<file path="src/rtl/div_unit.sv">
// ---------------------------------------------------------------------------
// div_unit
//
// Multicycle signed divider for the control unit's start/done handshake.
// Restoring division runs on operand magnitudes, one quotient bit per cycle,
// followed by a sign fix-up. Lo carries the quotient and Hi the remainder.
//
// Ports
//   Clk         system clock, rising edge
//   Reset       synchronous reset, active low (0 = reset)
//   DivControl  start request, sampled only while idle
//   DivA        dividend (two's complement), sampled when a start is accepted
//   DivB        divisor  (two's complement), sampled when a start is accepted
//   Hi          remainder (sign follows the dividend)
//   Lo          quotient  (truncated toward zero)
//   out         one-cycle done pulse
//   DivZero     divide-by-zero flag, valid while out is high
//
// state  | meaning
// -------+---------------------------------------------------------------
// S_IDLE | waiting for DivControl; latches magnitudes and signs on start
// S_CALC | one restoring-division iteration per cycle, WIDTH iterations
// S_FIX  | applies signs and loads Hi/Lo
// S_DONE | final cycle of the operation; done pulse is issued on leaving
// ---------------------------------------------------------------------------
module div_unit #(
    parameter int WIDTH = 32
) (
    input  logic             Clk,
    input  logic             Reset,
    input  logic             DivControl,
    input  logic [WIDTH-1:0] DivA,
    input  logic [WIDTH-1:0] DivB,
    output logic [WIDTH-1:0] Hi,
    output logic [WIDTH-1:0] Lo,
    output logic             out,
    output logic             DivZero
);

    localparam int CNT_W = $clog2(WIDTH + 1);

    typedef enum logic [1:0] {
        S_IDLE = 2'd0,
        S_CALC = 2'd1,
        S_FIX  = 2'd2,
        S_DONE = 2'd3
    } state_t;

    state_t             state_q, state_d;
    logic [CNT_W-1:0]   cnt_q,   cnt_d;
    logic [WIDTH-1:0]   rem_q,   rem_d;
    logic [WIDTH-1:0]   quo_q,   quo_d;
    logic [WIDTH-1:0]   absb_q,  absb_d;
    logic [WIDTH-1:0]   hi_q,    hi_d;
    logic [WIDTH-1:0]   lo_q,    lo_d;
    logic               signa_q, signa_d;
    logic               signb_q, signb_d;
    logic               dz_q,    dz_d;
    logic               out_q,   out_d;

    logic [WIDTH-1:0]   abs_a;
    logic [WIDTH-1:0]   abs_b;
    logic [WIDTH-1:0]   rem_sh;
    logic [WIDTH-1:0]   quo_sh;
    logic [WIDTH:0]     trial;

    // Magnitudes are taken as unsigned, so the most negative value maps onto
    // itself and is divided as 2^(WIDTH-1).
    assign abs_a = DivA[WIDTH-1] ? (~DivA + 1'b1) : DivA;
    assign abs_b = DivB[WIDTH-1] ? (~DivB + 1'b1) : DivB;

    // The quotient register starts out holding the dividend magnitude; its MSB
    // feeds the remainder as {rem, q} shifts left, and the freed LSB receives
    // the new quotient bit.
    assign rem_sh = {rem_q[WIDTH-2:0], quo_q[WIDTH-1]};
    assign quo_sh = {quo_q[WIDTH-2:0], 1'b0};
    // One extra bit so the borrow shows whether the trial went negative.
    assign trial  = {1'b0, rem_sh} - {1'b0, absb_q};

    always_ff @(posedge Clk) begin
        if (!Reset) begin
            state_q <= S_IDLE;
            cnt_q   <= '0;
            rem_q   <= '0;
            quo_q   <= '0;
            absb_q  <= '0;
            hi_q    <= '0;
            lo_q    <= '0;
            signa_q <= 1'b0;
            signb_q <= 1'b0;
            dz_q    <= 1'b0;
            out_q   <= 1'b0;
        end else begin
            state_q <= state_d;
            cnt_q   <= cnt_d;
            rem_q   <= rem_d;
            quo_q   <= quo_d;
            absb_q  <= absb_d;
            hi_q    <= hi_d;
            lo_q    <= lo_d;
            signa_q <= signa_d;
            signb_q <= signb_d;
            dz_q    <= dz_d;
            out_q   <= out_d;
        end
    end

    always_comb begin
        state_d = state_q;
        cnt_d   = cnt_q;
        rem_d   = rem_q;
        quo_d   = quo_q;
        absb_d  = absb_q;
        hi_d    = hi_q;
        lo_d    = lo_q;
        signa_d = signa_q;
        signb_d = signb_q;
        dz_d    = dz_q;
        // Registered so the pulse lands one cycle after the DONE state.
        out_d   = (state_q == S_DONE);

        case (state_q)
            S_IDLE: begin
                if (DivControl) begin
                    quo_d   = abs_a;
                    absb_d  = abs_b;
                    signa_d = DivA[WIDTH-1];
                    signb_d = DivB[WIDTH-1];
                    rem_d   = '0;
                    cnt_d   = '0;
                    if (DivB == '0) begin
                        dz_d    = 1'b1;
                        state_d = S_DONE;
                    end else begin
                        dz_d    = 1'b0;
                        state_d = S_CALC;
                    end
                end
            end

            S_CALC: begin
                if (!trial[WIDTH]) begin
                    rem_d = trial[WIDTH-1:0];
                    quo_d = quo_sh | {{(WIDTH-1){1'b0}}, 1'b1};
                end else begin
                    rem_d = rem_sh;
                    quo_d = quo_sh;
                end
                cnt_d = cnt_q + CNT_W'(1);
                if (cnt_q == CNT_W'(WIDTH - 1)) begin
                    state_d = S_FIX;
                end
            end

            S_FIX: begin
                lo_d    = (signa_q ^ signb_q) ? (~quo_q + 1'b1) : quo_q;
                hi_d    = signa_q ? (~rem_q + 1'b1) : rem_q;
                state_d = S_DONE;
            end

            S_DONE: begin
                state_d = S_IDLE;
            end

            default: begin
                state_d = S_IDLE;
            end
        endcase
    end

    assign Hi      = hi_q;
    assign Lo      = lo_q;
    assign out     = out_q;
    assign DivZero = dz_q;

endmodule

</file>
<file path="config.mk">
export PLATFORM = sky130hd
export DESIGN_NAME = div_unit
export DESIGN_NICKNAME = d
export VERILOG_FILES = /design/src/rtl/div_unit.sv
export SDC_FILE = /design/constraint.sdc
export NUM_CORES = 1
export LEC_CHECK = 0
export BUFFER_PORTS_ARGS = -buffer_cell sky130_fd_sc_hd__clkbuf_2
export CORE_MARGIN = 2
export CORE_UTILIZATION = 54
export CTS_CLUSTER_DIAMETER = 100
export DETAILED_ROUTE_END_ITERATION = 16
export PLACE_DENSITY = 0.8
export RECOVER_POWER = 100
export SYNTH_ARGS = -nofsm -noshare
export SYNTH_HDL_FRONTEND = slang
export SYNTH_SLANG_ARGS = --single-unit
</file>
<file path="constraint.sdc">
create_clock -name Clk -period 3.32 [get_ports Clk]
set_clock_uncertainty 0.15 [all_clocks]
set_input_delay 0.664 -clock Clk [delete_from_list [all_inputs] [get_ports Clk]]
set_output_delay 0.664 -clock Clk [all_outputs]
set_load 0.05 [all_outputs]
</file>
# [Word-level counts from Yosys, hierarchy flattened]
# Cells that the tools add are included.
[totals] register_bits=172 out_inout_bits=66 wordCells=51
[op_classes] n_eq_ne=6 reduce_logical=6 n_mux=17 n_bitwise=5 add_sub_neg=6
[op_table] op="$mux W32" n=7
[op_table] op="$add A32 B1 Y32 const B" n=4
[op_table] op="$not A32 Y32" n=4
[op_table] op="$pmux W32 S2" n=2
[op_table] op="$sub A32 B32 Y33" n=1
[op_table] op="$logic_not A32 Y1" n=1
[op_table] op="$pmux W6 S2" n=1
[op_table] op="$pmux W2 S4" n=1
[op_table] op="$add A6 B1 Y6 const B" n=1
[op_table] op="$eq A6 B5 Y1 const B" n=1
[op_table] op="$mux W2" n=3
[op_table] op="$mux W6" n=1
[op_table] op="$reduce_and A2 Y1" n=3
[op_table] op="$eq A2 B2 Y1 const B" n=2
[op_table] op="$ne A2 B2 Y1 const B" n=2
[op_table] op="$eq A2 B1 Y1 const B" n=1
[op_table] op="$logic_not A2 Y1" n=1
[op_table] op="$mux W1" n=2
[op_table] op="$reduce_bool A2 Y1" n=1
[op_table] op="$xor A1 B1 Y1" n=1

# [Logic depth before layout (Yosys ltp)]
[depth] word_depth=5 mapped_depth=14

# [Worst setup path before layout]
# OpenSTA, ideal clock, no wires.
[synth_timing] path_kind="input port to flip-flop" start="input port DivA[1]" end="register quo_q[29]" setup_ps=117 stages=9 t_arrival_ps=3084 required_ps=3053 path_buffers=0 setup_slack_ps=-31 cell_sequence="or4_1 > or4_4 > or4b_4 > or4_4 > o21ai_2 > xor2_1 > nor2_1 > a21oi_2 > o21ai_1"
[synth_via] elab_chain_len=5
[synth_rtl] item="start, declared" line="32" rtl="input logic [WIDTH-1:0] DivA,"
[synth_rtl] item="$not A32 Y32" line="69" rtl="assign abs_a = DivA[WIDTH-1] ? (~DivA + 1'b1) : DivA;"
[synth_rtl] item="$add A32 B1 Y32" line="69"
[synth_rtl] item="$mux W32" line="69"
[synth_rtl] item="$mux W32" line="124" rtl="if (DivControl) begin"
[synth_rtl] item="$pmux W32 S2" line="122" rtl="case (state_q)"
[synth_rtl] item="end signal, assigned" line="97" rtl="quo_q <= quo_d;"
[synth_rtl] item="end, declared" line="52" rtl="logic [WIDTH-1:0] quo_q, quo_d;"
# No other way between the ends. The select of a mux whose other input is x is not followed.
# A chain may end at the register's enable or synchronous reset.

# [Final worst setup path]
[layout_timing] start="register rem_q[6]" end="register hi_q[28], in the netlist Hi[28]"
[layout_via] elab_chain_len=3
[layout_rtl] item="start, declared" line="51" rtl="logic [WIDTH-1:0] rem_q, rem_d;"
[layout_rtl] item="start signal, assigned" line="96" rtl="rem_q <= rem_d;"
[layout_rtl] item="$not A32 Y32" line="157" rtl="hi_d = signa_q ? (~rem_q + 1'b1) : rem_q;"
[layout_rtl] item="$add A32 B1 Y32" line="157"
[layout_rtl] item="$mux W32" line="157"
[layout_rtl] item="end signal, assigned" line="99" rtl="hi_q <= hi_d;"
[layout_rtl] item="end, declared" line="54" rtl="logic [WIDTH-1:0] hi_q, hi_d;"
# No other way between the ends.

==> flow_summary.json <==
{
  "cts_tree": "built",
  "clk_pin_slew_worst_paths_ps": 70,
  "antenna_found_initial": 0,
  "violations": "capacitance limit, slew limit",
  "cp-start-kind": "flip-flop",
  "startpoint": "rem_q[6]",
  "met1_usage_pct": 40.31,
  "die-area_um2": 21070,
  "most-common-layout-cells": "179 x nand2_1, 171 x dfxtp_1, 127 x nor2_1, 112 x xor2_1, 97 x o21ai_0",
  "clock-sinks": 172,
  "drv_slew": 33,
  "endpoint_kind": "flip-flop",
  "grt.overflow.total": 0,
  "leakagePower_nw": 4.996,
  "rsz0062_at_grt": "false",
  "clk_path_buf_depth": 2,
  "portBuffers": 132,
  "yosysWarningCount": 0,
  "drc": 0,
  "crit_fanout": 8,
  "netlist_area_um2": 10760,
  "postCtsSetupBuffers": 0,
  "power_density_nw_per_um2": 753.5,
  "track_usage_pct": 26.53,
  "drt_iter0_drc": 893,
  "reg2reg_depth": 8,
  "fin_ws_ps": 101.9,
  "start_util_pct": 55.11,
  "cts-htree-levels": 4,
  "area_growth_pct": 16.36,
  "crit_chain": "or4_4 > or4_4 > or3_4 > nand2b_4 > or3_4 > o31ai_2 > xor2_1 > a211oi_1",
  "final_nets": 1654,
  "critPathKind": "reg -> reg",
  "hold_violations": 0,
  "outcome": "finished, violations left",
  "min_period_ps": 3218,
  "critPathMaxStageDelay_ps": 570,
  "irDropWorstVdd_mv": 0.3426,
  "rows": 51,
  "clk_latency_ps": 440,
  "grt_pass1_wl_um": 47100,
  "layout-drive-gt1-share_pct": 12.14,
  "top_usage_layer": "met1",
  "synth_seq_area_share_pct": 32.00,
  "die_h_um": 145.2,
  "num_vias": 10460,
  "syn-num-nets": 1515,
  "arrival_ps": 3360,
  "synth.distinct_cells": 61,
  "gp_congestion": 0.9029,
  "cp.required_ps": 3460,
  "drt-vias-per-instance": 5.741,
  "dp_hpwl_um": 21180,
  "hold_depth": 2,
  "ant_nets": 0,
  "max_cap_violations": 1,
  "slew_headroom_pct": -0.6337,
  "wl_um": 28250,
  "diodes": 0,
  "synth_edf_count": 0,
  "wl_per_cell_um": 15.50,
  "drt-pass1-iter-count": 7,
  "synth-seq-cells": 172,
  "cts_buffers": 17,
  "max_freq_mhz": 310.7,
  "reg2reg_from": "rem_q[6]",
  "yosys_most_used_dff": "dfxtp_1",
  "root_buffer": "clkbuf_16",
  "die_w_um": 145.2,
  "gr-usage-met2_pct": 39.40,
  "post-route-util_pct": 64.12,
  "worst_pin_slew_ps": 1509,
  "hp-class": "reg -> reg",
  "fin_crit_sh_pct": 96.93,
  "syn_inst": 1405,
  "io_pins": 133,
  "min_from": "Hi[8]",
  "coreArea_um2": 19530,
  "async_flop_share_pct": 0,
  "cp_slowest_cell": "or4_4",
  "setup_viol_count_final": 0,
  "grt_max_degree": 64,
  "use_met3_pct": 4.057,
  "grt_pass1_vias": 9504,
  "synth_area_per_cell_um2": 7.659,
  "pre_cts_slack_ps": -193.7,
  "layout_commonest_cell": "nand2_1"
}
==> flip-flops by register name, summed over array words and instances, names as in the netlist <==
name,count
absb_q,32
Hi,32
signb_q,1
cnt_q,6
DivZero,1
Lo,32
quo_q,32
out,1
signa_q,1
state_q,2
rem_q,32
==> synth_stat cells (all sizes together), types with 7 or more instances <==
cell type | count | area share [%]
a21oi | 69 | 3.2
xor2 | 112 | 9.1
o211ai | 8 | 0.56
nor2 | 128 | 4.5
o31ai | 29 | 2.1
and2 | 7 | 0.41
xnor2 | 30 | 2.4
mux2i | 8 | 0.74
or3 | 18 | 1.1
nand4 | 10 | 0.58
a211oi | 75 | 5.2
nand2 | 179 | 6.2
o21ai | 106 | 5.0
inv | 49 | 1.7
a21boi | 19 | 1.3
a311oi | 7 | 0.57
ha | 42 | 4.9
buf | 12 | 0.43
and3 | 8 | 0.47
nor3 | 17 | 0.79
nand2b | 24 | 1.5
dfxtp | 172 | 32
nor4 | 16 | 0.93
clkbuf | 73 | 2.5
o41ai | 17 | 1.5
or4 | 16 | 1.3
a32oi | 7 | 0.57
nand3 | 91 | 4.2
==> cells by family after synthesis <==
family                     share of synthesized area [%]
DFF                                                32.00
AOI/OAI and AO/OA                                  22.69
adders and majority gates                          5.070
and+or+nand+nor                                    23.22
buffers and inverters                              4.721
xor gates and xnor gates                           11.56
muxes                                             0.7442
==> path summary, 6_finish.rpt <==
path / slack [ps] / to
setup / recovery: 100 / Hi[28]
hold / removal: 330 / Hi[8]
hold reg to reg: 330 / Hi[8]
setup reg to reg: 100 / Hi[28]
==> area by class of cell <==
type,instances,area (µm²)
Fill cell,1771,7005
Clock buffer,17,425.4
Inverter,50,187.7
Tap cell,265,331.6
Multi-Input combinational cell,1098,6838
Timing Repair Buffer,205,1125
Clock inverter,15,168.9
Sequential cell,172,3445
==> stage by stage <==
stage                     TNS [ps]  instance area [µm²]  total power, mW  instances  hold WS [ps]
after floorplan                  0                10760            6.267       1405         305.5
after global placement      -587.8                12060            7.361       1790         311.7
after detailed placement    -779.8                12060            7.476       1790         326.6
after CTS                        0                12660            9.489       1822         336.2
after global routing             0                12520            10.06       1822         360.6
final                            0                12520            9.435       1822         333.8
==> report_power, final <==
| part | internal (mW) | switching [mW] | leakage, nW |
|---|---|---|---|
| clock network | 1.08 | 0.933 | 0.289 |
| registers | 2.56 | 0.425 | 1.41 |
| logic | 1.41 | 3.04 | 3.30 |
==> critical path: cells and delay by family (launching register included) <==
family / cells / cell delay, ps
and+or+nand+nor: 5 / 1950
DFF: 1 / 370
AOI/OAI and AO/OA: 2 / 360
xor gates and xnor gates: 1 / 250
==> timing repair <==
item                                    in CTS  in global routing
endpoints found under the setup margin       0                 34
gates resized for setup                      0                  7
hold buffers                                 0                  0
==> metal layers <==
layer | vias to the layer above | wire (µm)
met3 | 31 | 1932
met4 | 0 | 367
met5 | - | 0
met2 | 371 | 11950
li1 | 5296 | -
met1 | 4762 | 14000
No activity file was read; power rests on OpenSTA's default activity.
